<file path="src/rtl/pipe_ctrl_pkg.sv">
// Shared types and constants for the MIPS pipeline hazard controller.
package pipe_ctrl_pkg;

  typedef enum logic {
    IDLE,
    BUSY
  } md_state_t;

  typedef enum logic [1:0] {
    HZ_NONE,
    HZ_REDIRECT,
    HZ_LOAD,
    HZ_MD
  } hazard_t;

  localparam logic [31:0] NOP_INSTR = 32'h0;

endpackage

</file>
<file path="src/rtl/md_busy_timer.sv">
// Tracks HI/LO occupancy of the multi-cycle mult/div unit: IDLE/BUSY FSM,
// a down-counter loaded on accept, and a registered completion pulse.
module md_busy_timer
  import pipe_ctrl_pkg::*;
#(
  parameter int MD_LATENCY = 32
) (
  input  logic      clk,
  input  logic      rst,
  input  logic      accept,
  output logic      md_done,
  output md_state_t state
);

  localparam int CW = (MD_LATENCY > 1) ? $clog2(MD_LATENCY) : 1;

  md_state_t     state_q, state_d;
  logic [CW-1:0] cnt_q, cnt_d;
  logic          done_q, done_d;

  always_ff @(posedge clk or negedge rst) begin
    if (!rst) begin
      state_q <= IDLE;
      cnt_q   <= '0;
      done_q  <= 1'b0;
    end else begin
      state_q <= state_d;
      cnt_q   <= cnt_d;
      done_q  <= done_d;
    end
  end

  // Counter holds MD_LATENCY-1 .. 0 across the BUSY cycles; leaving at 0
  // makes the busy window exactly MD_LATENCY cycles long.
  always_comb begin
    state_d = state_q;
    cnt_d   = cnt_q;
    done_d  = 1'b0;
    case (state_q)
      IDLE: begin
        if (accept) begin
          state_d = BUSY;
          cnt_d   = CW'(MD_LATENCY - 1);
        end
      end
      BUSY: begin
        if (cnt_q == '0) begin
          state_d = IDLE;
          done_d  = 1'b1;
        end else begin
          cnt_d = cnt_q - CW'(1);
        end
      end
      default: state_d = IDLE;
    endcase
  end

  assign md_done = done_q;
  assign state   = state_q;

endmodule

</file>
<file path="src/rtl/pipeline_hazard_ctrl.sv">
// Decode-side hazard controller: load-use and HI/LO hazards, branch redirect
// priority, mult/div occupancy tracking and a saturating stall counter.
module pipeline_hazard_ctrl
  import pipe_ctrl_pkg::*;
#(
  parameter int MD_LATENCY = 32,
  parameter int CNT_W      = 16
) (
  input  logic             clk,
  input  logic             rst,
  input  logic [4:0]       id_rs,
  input  logic [4:0]       id_rt,
  input  logic             id_uses_rt,
  input  logic             id_md_start,
  input  logic             id_md_read,
  input  logic             dx_memtoreg,
  input  logic [4:0]       dx_rd,
  input  logic             ex_redirect,
  output logic             pc_write,
  output logic             ifid_write,
  output logic             ifid_flush,
  output logic             idex_bubble,
  output logic             md_busy,
  output logic             md_done,
  output logic [CNT_W-1:0] stall_cnt
);

  logic             load_use;
  logic             md_hazard;
  logic             md_accept;
  logic             stall_counted;
  hazard_t          hazard_cause;
  md_state_t        md_state;
  logic [CNT_W-1:0] stall_cnt_q, stall_cnt_d;

  md_busy_timer #(
    .MD_LATENCY(MD_LATENCY)
  ) u_md_timer (
    .clk    (clk),
    .rst    (rst),
    .accept (md_accept),
    .md_done(md_done),
    .state  (md_state)
  );

  assign md_busy = (md_state == BUSY);

  // r0 is never a real destination, so a load into it cannot create a hazard.
  assign load_use  = dx_memtoreg && (dx_rd != 5'd0) &&
                     ((dx_rd == id_rs) || (id_uses_rt && (dx_rd == id_rt)));
  assign md_hazard = md_busy && (id_md_read || id_md_start);

  // Redirect wins: the IF/ID instruction is wrong-path, so its hazards are moot.
  always_comb begin
    hazard_cause = HZ_NONE;
    if (ex_redirect) begin
      hazard_cause = HZ_REDIRECT;
    end else if (load_use) begin
      hazard_cause = HZ_LOAD;
    end else if (md_hazard) begin
      hazard_cause = HZ_MD;
    end
  end

  always_comb begin
    pc_write    = 1'b1;
    ifid_write  = 1'b1;
    ifid_flush  = 1'b0;
    idex_bubble = 1'b0;
    case (hazard_cause)
      HZ_REDIRECT: begin
        ifid_flush  = 1'b1;
        idex_bubble = 1'b1;
      end
      HZ_LOAD, HZ_MD: begin
        pc_write    = 1'b0;
        ifid_write  = 1'b0;
        idex_bubble = 1'b1;
      end
      default: ;
    endcase
  end

  assign stall_counted = (hazard_cause == HZ_LOAD) || (hazard_cause == HZ_MD);
  assign md_accept     = id_md_start && (hazard_cause == HZ_NONE);

  always_comb begin
    stall_cnt_d = stall_cnt_q;
    if (stall_counted && (stall_cnt_q != '1)) begin
      stall_cnt_d = stall_cnt_q + CNT_W'(1);
    end
  end

  always_ff @(posedge clk or negedge rst) begin
    if (!rst) begin
      stall_cnt_q <= '0;
    end else begin
      stall_cnt_q <= stall_cnt_d;
    end
  end

  assign stall_cnt = stall_cnt_q;

endmodule

</file>
<file path="config.mk">
export PLATFORM = sky130hd
export DESIGN_NAME = pipeline_hazard_ctrl
export DESIGN_NICKNAME = d
export VERILOG_FILES = /design/src/rtl/pipe_ctrl_pkg.sv /design/src/rtl/md_busy_timer.sv /design/src/rtl/pipeline_hazard_ctrl.sv
export SDC_FILE = /design/constraint.sdc
export NUM_CORES = 1
export LEC_CHECK = 0
export ABC_AREA = 1
export CORE_MARGIN = 1.5
export CORE_UTILIZATION = 48
export DETAILED_ROUTE_END_ITERATION = 12
export PLACE_DENSITY = 0.8
export SLEW_MARGIN = 0
export SYNTH_ARGS = -nofsm -noshare
export SYNTH_HDL_FRONTEND = slang
export SYNTH_SLANG_ARGS = --single-unit
</file>
<file path="constraint.sdc">
create_clock -name clk -period 2.3 [get_ports clk]
set_input_delay 0.46 -clock clk [delete_from_list [all_inputs] [get_ports clk]]
set_output_delay 0.46 -clock clk [all_outputs]
set_load 0.03 [all_outputs]
</file>
==> metrics.md, run 1 <==
| Metric | Value |
|---|---|
| Library cells used by synthesis | 22 |
| Clock Skew | 3.383 ps |
| Slew at the pin with the worst max-slew slack | 359.6 ps |
| Placed inst area | 0.002062 mm² |
| Vias post-DR | between 1000 and 1500 |
| PortBufs | 43 |
| Clock transition at path regs | 120 ps |
| Grt total ovfl | 0 |
| Adder-Cell Fraction of Synth Area | 2.355% |
| Share of cells above drive strength 1 | between 10% and 20% |
| Post-synthesis compound-gate area fraction | 7.300% |
| Synth Cell Area | 0.001594 mm² |
| Maximum vdd ir drop | 0.4931 mV |
| Post-route insts no fill | ~320 |
| RSZ-0062 raised after global routing | no |
| Number of max-cap violations | 0 |
| First-pass GRT wire length | 5.340 mm |
| Routed WL per cell | 9.479 µm |
| Drt pass-1 iters | 4 |
| DR DRC count | 0 |
| Mapped Nets | about 250 |
| P_int | 851.7 µW |
| RD Place Congestion | 0.8119 |
| Status | finished, final reports clean |
| NetSw | about 600 µW |
| IO Pins | 44 |
| Slew Viols, Final | 0 |
| CP endpoint kind | output pin |
| Initial DRC count | 49 |
| Total number of yosys warnings | 0 |
| Cell count after synthesis | roughly 230 |
| Flop pwr share | 41.3% |
| Register area | 575.6 µm² |
| Initial core utilization | 51.37% |
| Crit path kind | input pin to output pin |
| Fmax | 462.4 MHz |
| Vias per cell | between 4 and 5 |
| Hpwl dp | 2.350 mm |
| Nets@finish | 297 |
| Combinational Power Share | 46.2% |
| Simple-gate portion of the synthesized area | roughly a third |
| Switching Share | approximately two fifths |
| CP max FO | 4 |
| Clock buffer depth | 2 |
| Final worst-path cycle share | 94.02% |
| Fillers | 292 |
| Syn_area_per_cell | about 7 µm² |
| Final Hold Vio Count | 0 |
| Die Span Y | around 61 µm |
| Cells after DPL | roughly 310 |
| # rows | 20 |
| CP startpoint kind | input pin |
| Mux contribution to synthesized area | 0% |
| Class of the worst hold path | input pin to async pin |
| Worst Path Arrival | 1700 ps |
| Commonest non-fill, non-tap cell in the layout | nand2_1 |
| Vias in the first global route | 1314 |
| Die Area | roughly 0.0037 mm² |
| GRT Util Overall | 18.61% |
| LEAKAGE | 1.032 nW |
| H-tree Lvls | 1 |
| Combinational family with the most area after synthesis | simple AND/OR/NAND/NOR gates |
| Clock power frac | about an eighth |
| Hold Buf Count CTS | 0 |
| Most frequent cells in the layout | 72 x nand2_1, 36 x inv_1, 35 x clkdlybuf4s50_1 |
| TritonCTS clock tree | built |
| CTS root buffer | clkbuf_4 |
| Fin crit period | roughly 2200 ps |
| Seq/Total Area, Yosys | 36.11% |
| Die width | 60.63 µm |
| Routed Antenna Nets | 0 |
| Initial antenna violation count | 0 |
| CTS Buf Count | 3 |
| FF+latch count, synth | 23 |
| Post-Route WL | 2.986 mm |
| Cell Pwr Density | 685.4 mW/mm² |
| Clock Sinks | 23 |
| Diode count | 0 |
| Multi-input gate area | 843.3 µm² |
| R2R Setup Slk | 490 ps |
| Final instance area | 0.002122 mm² |
| Post-CTS setup buffer count | 0 |
| XOR/XNOR Fraction of Synth Area | 7.692% |
| Core area | 0.003103 mm² |
| Largest net degree at the start of global routing | 30 |
| # setup viols final | 0 |
| CP required | 1840 ps |
| Clk_lat worst skew | approximately 300 ps |
| Synthesis-to-finish area growth | 33.12% |
| Worst slew margin relative to its limit | 75.78% |
==> cells in the mapped netlist, drive strengths merged <==
| cell type | instances | share of area, % |
|---|---|---|
| nand2 | 76 | 18 |
| inv | 38 | 8.9 |
| dfrtp | 23 | 36 |
| nand3 | 20 | 6.9 |
| o21ai | 18 | 6.8 |
| nor2 | 16 | 4.7 |
| xnor2 | 9 | 4.9 |
| nand4 | 6 | 2.7 |
| xor2 | 5 | 2.7 |
| buf | 4 | 2.4 |
| nor3 | 4 | 1.6 |
| ha | 3 | 2.4 |
| clkbuf | 2 | 0.47 |
| or2 | 2 | 0.78 |
| o31ai | 1 | 0.47 |
==> cell families (layout without fill, tap and decap cells) <==
group	after synthesis	after routing
AO/OA/AOI/OAI	19	19
XOR/XNOR	14	14
adder cells (fa/ha/maj)	3	3
buffers and inverters	44	88
flip-flops	23	23
AND/OR/NAND/NOR	124	124
==> layout make-up <==
type                            count  share of cell area [%]
Clock buffer                        3                   1.061
Clock inverter                      1                  0.2358
Inverter                           38                   6.722
Multi-Input combinational cell    160                   39.74
Sequential cell                    23                   27.12
Tap cell                           44                   2.594
Timing Repair Buffer               46                   22.52
==> per-stage QoR <==
stage | total power [mW] | hold WS (ps) | setup TNS (ps) | utilization, % | setup WS, ps
3_5_place_dp | 1.275 | 521.1 | -7.320 | 66.45 | -3.804
2_1_floorplan | 1.063 | 164.4 | 0 | - | 309.2
6_report | 1.455 | 494.8 | 0 | 68.39 | 137.5
3_3_place_gp | 1.269 | 515.9 | 0 | 66.45 | 8.749
4_1_cts | 1.464 | 494.8 | -18.30 | 67.34 | -9.294
5_1_grt | 1.595 | 504.8 | 0 | 68.39 | 2.502
==> metal layers <==
metal  global-route usage [%]  vias up  wire (µm)
li1                         -      789          -
met1                    22.38      635       1401
met2                    34.87       29       1465
met3                    2.985        2        108
met4                    3.727        0         10
met5                        0        -          0
==> worst max-delay path, stage by stage <==
cell and delay (ps):
clkdlybuf4s50_1 490, inv_1 50, nand2_1 50, nand2_1 50, nor2_1 80, nand3_1 80
nand2_1 80, nand2_2 70, nand2_2 80, nand2_4 70, buf_6 140
==> state kept, by name, indices dropped and copies added, names as in the netlist <==
| register | flops |
|---|---|
| u_md_timer.cnt_q | 5 |
| stall_cnt | 16 |
| u_md_timer.md_done | 1 |
| u_md_timer.state | 1 |
==> worst paths after layout <==
kind,start,depth (start not counted),to
setup reg to reg,stall_cnt[0]$_DFFE_PN0P_,10,stall_cnt[6]$_DFFE_PN0P_
hold / removal,rst,2,stall_cnt[5]$_DFFE_PN0P_
max in group asynchronous,rst,2,stall_cnt[11]$_DFFE_PN0P_
setup / recovery,id_rt[1],11,ifid_write
min in group clk,u_md_timer.cnt_q[1]$_DFFE_PN0P_,2,u_md_timer.cnt_q[1]$_DFFE_PN0P_
hold reg to reg,u_md_timer.cnt_q[1]$_DFFE_PN0P_,2,u_md_timer.cnt_q[1]$_DFFE_PN0P_
==> power groups by stage <==
stage	clock [mW]	combinational, mW	sequential (mW)
3_5_place_dp	0	0.668	0.607
5_1_grt	0.213	0.765	0.617
3_3_place_gp	0	0.659	0.610
4_1_cts	0.193	0.670	0.601
6_report	0.181	0.673	0.601
2_1_floorplan	0	0.401	0.661
==> repair_timing <==
action	in CTS	in global routing
endpoints found under the setup margin	2	3
pin swaps	0	0
gates resized for setup	0	13
Note: power is estimated with default switching activity, not from simulation.
==> run 2: changes to the inputs <==
--- a/config.mk
+++ b/config.mk
@@ -6,10 +6,11 @@
 export NUM_CORES = 1
 export LEC_CHECK = 0
 export ABC_AREA = 1
+export CAP_MARGIN = 5
 export CORE_MARGIN = 1.5
-export CORE_UTILIZATION = 48
+export CORE_UTILIZATION = 43
 export DETAILED_ROUTE_END_ITERATION = 12
-export PLACE_DENSITY = 0.8
+export PLACE_DENSITY = 0.76
 export SLEW_MARGIN = 0
 export SYNTH_ARGS = -nofsm -noshare
 export SYNTH_HDL_FRONTEND = slang
==> constraint.sdc (replaced) <==
create_clock -name clk -period 1.91 [get_ports clk]
set_input_delay 0.382 -clock clk [delete_from_list [all_inputs] [get_ports clk]]
set_output_delay 0.382 -clock clk [all_outputs]
set_load 0.03 [all_outputs]
==> run 2 against run 1 <==
Register-to-register slack worse by 300 ps. Combinational power rose by 38%. Power increased by 33%. Setup slack worse by 56 ps. Global-route usage rose by 0.67 points. First-iteration DRC count up 49%. Hold slack worse by 22 ps. Design area rose by 3.7%. Critical path type is now register to output pin. Largest power group unchanged. Highest routed layer unchanged.
==> metrics.md, run 2 (same netlist as run 1, synthesis figures left out) <==
| Metric | Value |
|---|---|
| Max FFs per register | 16 (unchanged) |
| Vias in the first global route | 1518 (+16%) |
| Synthesis-to-finish area growth | 37.99% |
| Die Area | 0.004081 mm² (+11%) |
| Vias per cell | 4.654 (+0.77%) |
| Share of cells above drive strength 1 | 15.66% (+5.0 points) |
| Commonest non-fill, non-tap cell in the layout | nand2_1 |
| Clock Skew | 3.457 ps (+0.07400 ps) |
| Worst setup startpoint | stall_cnt[12]$_DFFE_PN0P_ |
| Routed Antenna Nets | 0 (unchanged) |
| DR DRC count | 0 (unchanged) |
| CTS Buf Count | 3 (unchanged) |
| Hold Buf Count CTS | 0 (unchanged) |
| CP max FO | 7 (+3) |
| Critical Path, Cell by Cell | clkdlybuf4s50_1 |
| Drt pass-1 iters | 4 (unchanged) |
| Clock buffer depth | 2 (unchanged) |
| First-pass GRT wire length | 6.327 mm (+18%) |
| Nets@finish | 307 (+3.4%) |
| Post-Route WL | 3.565 mm (+19%) |
| Reg-to-reg endpoint | stall_cnt[8]$_DFFE_PN0P_ |
| Fillers | 320 (+9.6%) |
| Core area | 0.003442 mm² (+11%) |
| Worst Path Arrival | 1450 ps (-250 ps) |
| R2R Setup Slk | 190 ps (-300 ps) |
| Class of the worst hold path | input pin to async pin |
| Routed WL per cell | 10.90 µm (+15%) |
| Die Span Y | 63.89 µm (+5.4%) |
| Register area | 575.6 µm² (unchanged) |
| Clock transition at path regs | 80 ps (-40 ps) |
| CP endpoint kind | output pin |
| RD Place Congestion | 0.8785 (+8.2%) |
| Critical Path Stages | 1 (-10) |
| Buf/Inv on CP | 1 (-2) |
| Initial DRC count | 73 (+49%) |
| Most frequent cells in the layout | 72 x nand2_1, 35 x inv_1, 23 x clkdlybuf4s50_1, 23 x dfrtp_1, 17 x nand3_1 |
| Final Hold Vio Count | 0 (unchanged) |
| Worst r2r path cells | 10 (unchanged) |
| Status | finished, final reports clean |
| Slew Viols, Final | 0 (unchanged) |
| # rows | 21 (+5.0%) |
| Maximum vdd ir drop | 0.6009 mV (+22%) |
| CP startpoint kind | register |
| CP endpoint | stall_cnt[12] |
| LEAKAGE | 1.076 nW (+4.3%) |
| Clock Sinks | 23 (unchanged) |
| PortBufs | 43 (unchanged) |
| Worst slew margin relative to its limit | 79.11% (+3.3 points) |
| Slew at the pin with the worst max-slew slack | 312.4 ps (-47.17 ps) |
| Crit path kind | register to output pin |
| Cell at the slowest stage of the critical path | clkdlybuf4s50_1 |
| Hpwl dp | 2.800 mm (+19%) |
| Fin crit period | 1828 ps |
| Crit path max-delay family | buffers and inverters |
| Total Power | 1.933 mW (+33%) |
| TritonCTS clock tree | built |
| Number of max-cap violations | 0 (unchanged) |
| Diode count | 0 (unchanged) |
| Fmax | 547.0 MHz |
| Largest net degree at the start of global routing | 30 (unchanged) |
| # setup viols final | 0 (unchanged) |
| Initial antenna violation count | 0 (unchanged) |
| Final worst-path cycle share | between 90% and 100% |
| Die width | 63.89 µm (+5.4%) |
| Max incr delay on CP | 720 ps (+230 ps) |
| CTS root buffer | clkbuf_8 |
| Vias post-DR | 1522 (+4.6%) |
| Cell Pwr Density | 878.8 mW/mm² (+28%) |
| Initial core utilization | 46.31% (-5.1 points) |
| IO Pins | 44 (unchanged) |
| CP required | 1530 ps (-310 ps) |
| Multi-input gate area | 850.8 µm² (+0.89%) |
| Clk_lat worst skew | 260 ps (-40 ps) |
| H-tree Lvls | 1 (unchanged) |
| FF-to-FF Start | stall_cnt[1]$_DFFE_PN0P_ |
| GRT Util Overall | 19.29% (+0.67 points) |
| Grt total ovfl | 0 (unchanged) |
| Final core occ | 63.90% (-4.5 points) |
run 2: metal layers:
metal | wire length (µm) | GRT usage, % | up-vias
met2 | 1874 | 36.46 | 20
li1 | - | - | 810
met4 | 25 | 3.261 | 0
met3 | 92 | 4.049 | 5
met5 | 0 | 0 | -
met1 | 1573 | 22.37 | 687
run 2: report_power, final:
part / switching (mW) / internal [mW]
combinational: 0.521 / 0.409
clock: 0.149 / 0.149
sequential: 0.109 / 0.595
run 2: how the worst min path moves through the flow:
stage,to,cells past startpoint,start
after CTS,stall_cnt[15]$_DFFE_PN0P_,2,rst
after global routing,stall_cnt[15]$_DFFE_PN0P_,2,rst
final,stall_cnt[12]$_DFFE_PN0P_,2,rst
after floorplan,stall_cnt[0]$_DFFE_PN0P_,0,rst
after global placement,u_md_timer.cnt_q[4]$_DFFE_PN0P_,2,u_md_timer.cnt_q[4]$_DFFE_PN0P_
after detailed placement,u_md_timer.cnt_q[0]$_DFFE_PN0P_,2,u_md_timer.cnt_q[0]$_DFFE_PN0P_
run 2: repair_timing:
item                                    4_1_cts  5_1_grt
setup buffers                                 1        2
gates resized for setup                      22       14
pin swaps                                     5        9
endpoints found under the hold margin         0        0
gates cloned                                  0        0
endpoints found under the setup margin        3        5
run 2: stage by stage:
step | hold WS [ps] | worst slack (ps) | std cells | TNS, ps | cell area (µm²)
final | 472.6 | 81.83 | 327 | 0 | 2200
after global routing | 484.4 | -8.244 | 327 | -18.56 | 2200
after CTS | 480.6 | 18.10 | 325 | 0 | 2176
after detailed placement | 519.5 | -297.4 | 320 | -4985 | 2117
after global placement | 519.0 | -261.6 | 320 | -3797 | 2117
after floorplan | 86.41 | 20.46 | 227 | 0 | 1597
run 2: layout make-up:
| class | count | share of cell area [%] |
|---|---|---|
| Clock buffer | 4 | 2.048 |
| Inverter | 38 | 6.485 |
| Multi-Input combinational cell | 160 | 38.68 |
| Sequential cell | 23 | 26.17 |
| Tap cell | 46 | 2.617 |
| Timing Repair Buffer | 56 | 24.00 |
